File: src/rtl/stopwatch_counter.sv
// stopwatch_counter: count-up m:ss BCD stopwatch (0:00 .. MAX_MINS:59) with an overflow flag.
// Optional macro LAP_HOLD_EN builds the lap-hold display freeze; without it lap is ignored.
module stopwatch_counter #(
    parameter int TICK_DIV = 100000000,
    parameter int MAX_MINS = 9
) (
    input  logic       CLK,
    input  logic       reset,
    input  logic       start_stop,
    input  logic       clear,
    input  logic       lap,
    output logic [3:0] secs,
    output logic [3:0] ten_secs,
    output logic [3:0] mins,
    output logic       running,
    output logic       tick,
    output logic       overflow,
    output logic       lap_active
);

    localparam int            PW         = $clog2(TICK_DIV);
    localparam logic [PW-1:0] PRESC_LAST = PW'(TICK_DIV - 1);
    localparam logic [PW-1:0] PRESC_ONE  = PW'(1);
    localparam logic [PW-1:0] PRESC_ZERO = PW'(0);
    localparam logic [3:0]    MAX_M      = 4'(MAX_MINS);
    localparam logic [11:0]   COUNT_MAX  = {MAX_M, 4'd5, 4'd9};

    typedef enum logic [1:0] {
        ST_IDLE     = 2'd0,
        ST_RUNNING  = 2'd1,
        ST_PAUSED   = 2'd2,
        ST_OVERFLOW = 2'd3
    } state_t;

    state_t        state_r;
    state_t        state_s;
    logic [PW-1:0] presc_r;
    logic [PW-1:0] presc_s;
    logic [11:0]   count_r;      // live count {mins, ten_secs, secs}
    logic [11:0]   count_s;
    logic [11:0]   disp_r;
    logic [11:0]   disp_s;
    logic          adv_s;
    logic          terminal_s;
    logic          at_max_s;
    logic          running_r;
    logic          running_s;
    logic          tick_r;
    logic          tick_s;
    logic          overflow_r;
    logic          overflow_s;
    logic          lap_active_r;
    logic          lap_active_s;

    // Advance a packed m:ss BCD value by one second, digit by digit.
    function automatic logic [11:0] bcd_advance(input logic [11:0] c);
        logic [3:0] m;
        logic [3:0] t;
        logic [3:0] s;
        m = c[11:8];
        t = c[7:4];
        s = c[3:0];
        if (s != 4'd9) begin
            s = s + 4'd1;
        end else if (t != 4'd5) begin
            s = 4'd0;
            t = t + 4'd1;
        end else begin
            s = 4'd0;
            t = 4'd0;
            m = m + 4'd1;
        end
        return {m, t, s};
    endfunction

    assign terminal_s = (presc_r == PRESC_LAST);
    assign at_max_s   = (count_r == COUNT_MAX);

    // State, prescaler and live count registers.
    always_ff @(posedge CLK) begin
        if (reset) begin
            state_r <= ST_IDLE;
            presc_r <= PRESC_ZERO;
            count_r <= 12'd0;
        end else begin
            state_r <= state_s;
            presc_r <= presc_s;
            count_r <= count_s;
        end
    end

    // Next state: clear beats start_stop; a terminal tick is applied before a pause takes effect.
    always_comb begin
        state_s = state_r;
        presc_s = presc_r;
        count_s = count_r;
        adv_s   = 1'b0;
        if (clear) begin
            state_s = ST_IDLE;
            presc_s = PRESC_ZERO;
            count_s = 12'd0;
        end else begin
            case (state_r)
                ST_IDLE: begin
                    if (start_stop) begin
                        state_s = ST_RUNNING;
                        presc_s = PRESC_ZERO;
                    end else begin
                        state_s = ST_IDLE;
                    end
                end
                ST_RUNNING: begin
                    if (terminal_s) begin
                        adv_s   = 1'b1;
                        presc_s = PRESC_ZERO;
                        if (at_max_s) begin
                            state_s = ST_OVERFLOW;
                            count_s = COUNT_MAX;
                        end else begin
                            count_s = bcd_advance(count_r);
                            state_s = start_stop ? ST_PAUSED : ST_RUNNING;
                        end
                    end else if (start_stop) begin
                        // Pausing keeps the partial second in the prescaler.
                        state_s = ST_PAUSED;
                    end else begin
                        presc_s = presc_r + PRESC_ONE;
                    end
                end
                ST_PAUSED: begin
                    if (start_stop) begin
                        state_s = ST_RUNNING;
                    end else begin
                        state_s = ST_PAUSED;
                    end
                end
                ST_OVERFLOW: begin
                    state_s = ST_OVERFLOW;
                    count_s = COUNT_MAX;
                end
                default: begin
                    state_s = ST_IDLE;
                    presc_s = PRESC_ZERO;
                    count_s = 12'd0;
                end
            endcase
        end
    end

    // Next values of the flag outputs, decoded from the next state.
    always_comb begin
        tick_s     = adv_s;
        running_s  = (state_s == ST_RUNNING);
        overflow_s = (state_s == ST_OVERFLOW);
    end

`ifdef LAP_HOLD_EN
    logic [11:0] hold_r;
    logic [11:0] hold_s;

    // Lap hold: first lap while running freezes the display, second lap releases it.
    always_comb begin
        hold_s       = hold_r;
        lap_active_s = lap_active_r;
        if (clear || (state_s == ST_OVERFLOW)) begin
            lap_active_s = 1'b0;
        end else if (lap && lap_active_r &&
                     ((state_r == ST_RUNNING) || (state_r == ST_PAUSED))) begin
            lap_active_s = 1'b0;
        end else if (lap && !lap_active_r && (state_r == ST_RUNNING)) begin
            lap_active_s = 1'b1;
            hold_s       = count_r;
        end else begin
            lap_active_s = lap_active_r;
        end
    end

    // Held lap value register.
    always_ff @(posedge CLK) begin
        if (reset) begin
            hold_r <= 12'd0;
        end else begin
            hold_r <= hold_s;
        end
    end

    assign disp_s = lap_active_s ? hold_s : count_s;
`else
    logic unused_lap_s;
    assign unused_lap_s = lap;
    assign lap_active_s = 1'b0;
    assign disp_s       = count_s;
`endif

    // Output registers: display digits and status flags.
    always_ff @(posedge CLK) begin
        if (reset) begin
            disp_r       <= 12'd0;
            running_r    <= 1'b0;
            tick_r       <= 1'b0;
            overflow_r   <= 1'b0;
            lap_active_r <= 1'b0;
        end else begin
            disp_r       <= disp_s;
            running_r    <= running_s;
            tick_r       <= tick_s;
            overflow_r   <= overflow_s;
            lap_active_r <= lap_active_s;
        end
    end

    assign mins       = disp_r[11:8];
    assign ten_secs   = disp_r[7:4];
    assign secs       = disp_r[3:0];
    assign running    = running_r;
    assign tick       = tick_r;
    assign overflow   = overflow_r;
    assign lap_active = lap_active_r;

endmodule
File: config.mk
export PLATFORM = sky130hd
export DESIGN_NAME = stopwatch_counter
export DESIGN_NICKNAME = d
export VERILOG_FILES = /design/src/rtl/stopwatch_counter.sv
export SDC_FILE = /design/constraint.sdc
export NUM_CORES = 1
export LEC_CHECK = 0
export ABC_AREA = 1
export BUFFER_PORTS_ARGS = -buffer_cell sky130_fd_sc_hd__buf_2
export CAP_MARGIN = 10
export CORE_MARGIN = 5
export CORE_UTILIZATION = 60
export CTS_CLUSTER_SIZE = 20
export DETAILED_ROUTE_END_ITERATION = 10
export PLACE_DENSITY = 0.81
export SLEW_MARGIN = 20
export SYNTH_ARGS = -nofsm -noshare
export SYNTH_HDL_FRONTEND = slang
export SYNTH_SLANG_ARGS = --single-unit
File: constraint.sdc
create_clock -name CLK -period 2.5 [get_ports CLK]
set_input_delay 0.375 -clock CLK [delete_from_list [all_inputs] [get_ports CLK]]
set_output_delay 0.375 -clock CLK [all_outputs]
set_load 0.01 [all_outputs]
==> metrics <==
First DRT Iteration DRCs=261; Clk Latency, worst-skew pair=290 ps; vias in the first global route=2,537; synthesized flop and latch total=44; share of cells above drive strength 1=0.112; DR WL met3=370 µm; min Tclk post-route=2070 ps; Avg Inst Size Synth=6.41 µm²; fmax=483 MHz; final hold vios=0; Filler cells=416; static leakage=1.23 nW; initial core utilization=0.629; Worst Clk Skew=4.03 ps; Slew Limit Fails=0; row cnt=24; post-CTS repair timing setup buffer count=0; IO Count=21; outcome=complete, no violations; DRC=0; Syn-to-layout area delta=7.52%; Critical Path RT=2690 ps; crit-path max FO=6; setup_tns=0 ps; PostCTS Resize Cnt=0; synthesized instance count=433; area of the die=6090 µm²; Place WS=497 ps; I/O Buffers=18; via count=2,765; drt pass-1 iters=5; HP Class=primary input to register; Final nets=466; GPL Wtd Cong=0.931; Peak VDD IR=0.299 mV; final setup violation count=0; Routed Antenna Nets=0; initial antenna violation count=0; DPL Wire Length=4880 µm; CORE AREA=4410 µm²; clock-pin slew on the worst setup and hold paths=80 ps; Crit Path Category=register to register; Mapped Area=2780 µm²; TritonCTS Sinks=44; Pwr Density=406 nW/µm²; die height=78.0 µm; RSZ-0062 raised after global routing=false; clock buffer count from CTS=5; synth warn=0; Total Routing Usage GR=0.220; DR top layer=met4; WL met1=3130 µm; CP arrival=2260 ps; CP startpoint kind=register; Die X=78.0 µm; clk root buf=clkbuf_8; routed len/inst=12.9 µm; most common cell after layout, fill and taps aside=nand2_1; DR WL met2=2920 µm; syn_nets=445; Seq/Total Area, Yosys=0.317; gr ovfl total=0; pin count of the biggest net entering global routing=28; Vias/cell=5.46; final WL=6510 µm; Netlist cell types=32; first-pass GRT wire length=11,200 µm; # diodes=0; Hold-fix buffers, CTS=0; most frequent cells in the layout=nand2_1 (115), nor2_1 (72), inv_1 (44), dfxtp_1 (44), nand3_1 (34); Worst setup EP type=register; Clock Path Buffers=2; htree depth=2; Max-Cap Viols=0; fin crit share=0.828; CTS tree=yes; final worst slack=430 ps
-- critical path, cell delays in order, from the launching register on --
cell and delay (ps):
dfxtp_1 420, ha_1 170, nand2_1 60, nor2_1 360
inv_1 150, o21ai_1 370, nand2_1 180, o21ai_0 200
nor2_1 50
-- stage by stage --
stage	power, mW	cell area (µm²)	instances	hold WS [ps]	utilization
after floorplan	0.776	2780	433	447	-
after global placement	0.790	2910	499	472	0.658
after detailed placement	0.791	2910	499	478	0.658
after CTS	1.22	2990	506	240	0.677
after global routing	1.27	2990	506	236	0.677
final	1.21	2990	506	244	0.677
-- kinds of logic (layout without fill, tap and decap cells) --
family,count (synthesis),count (layout),share of synthesized area
buffers and inverters,53,74,0.0788
DFF,44,44,0.317
other,1,1,0.00135
and+or+nand+nor,270,270,0.440
AOI/OAI and AO/OA,49,49,0.103
adders and majority gates,7,7,0.0315
xor gates and xnor gates,9,9,0.0284
-- where the power goes --
part | total (mW) | leakage (nW) | switching, mW | internal (mW)
sequential | 0.704 | 0.355 | 0.00187 | 0.702
combinational | 0.0716 | 0.835 | 0.0548 | 0.0168
clock | 0.436 | 0.0400 | 0.246 | 0.190
total | 1.21 | 1.23 | 0.303 | 0.909
-- synth_stat cells, drive strengths merged --
cell / count / area, µm²
a21boi: 1 / 18.8
a21oi: 28 / 140
and2: 1 / 6.26
buf: 4 / 35.0
clkbuf: 2 / 7.51
conb: 1 / 3.75
dfxtp: 44 / 881
ha: 7 / 87.6
inv: 47 / 176
nand2: 125 / 528
nand3: 34 / 170
nand3b: 1 / 7.51
nand4: 10 / 62.6
nor2: 80 / 349
nor3: 17 / 85.1
nor3b: 1 / 7.51
o21ai: 14 / 70.1
o21bai: 6 / 56.3
or2: 1 / 6.26
xnor2: 3 / 26.3
xor2: 6 / 52.6
-- state kept, by name (all words and copies together) (netlist names) --
register  cells
presc_r      27
disp_r       12
running       1
overflow      1
tick          1
state_r       2
-- metal layers --
layer  vias to the layer above  track usage
li1                       1421            -
met1                      1258        0.303
met2                        70        0.347
met3                        16       0.0492
met4                         0       0.0625
met5                         -            0
-- worst paths after layout --
kind                            cells past startpoint  slack (ps)    endpoint        from
worst max register to register                      8         430   disp_r[4]   disp_r[0]
worst min register to register                      1         490  presc_r[0]  presc_r[0]
worst max-delay path                                8         430   disp_r[4]   disp_r[0]
worst min-delay path                                2         240  state_r[1]       reset
-- cell type report --
class,instances,area (µm²),area share
Multi-Input combinational cell,336,1680,0.562
Sequential cell,44,881,0.295
Inverter,47,176,0.0591
Tap cell,52,65.1,0.0218
Clock inverter,2,12.5,0.00419
Clock buffer,5,68.8,0.0230
Timing Repair Buffer,20,105,0.0352
Power figures use the tool's default switching activity.
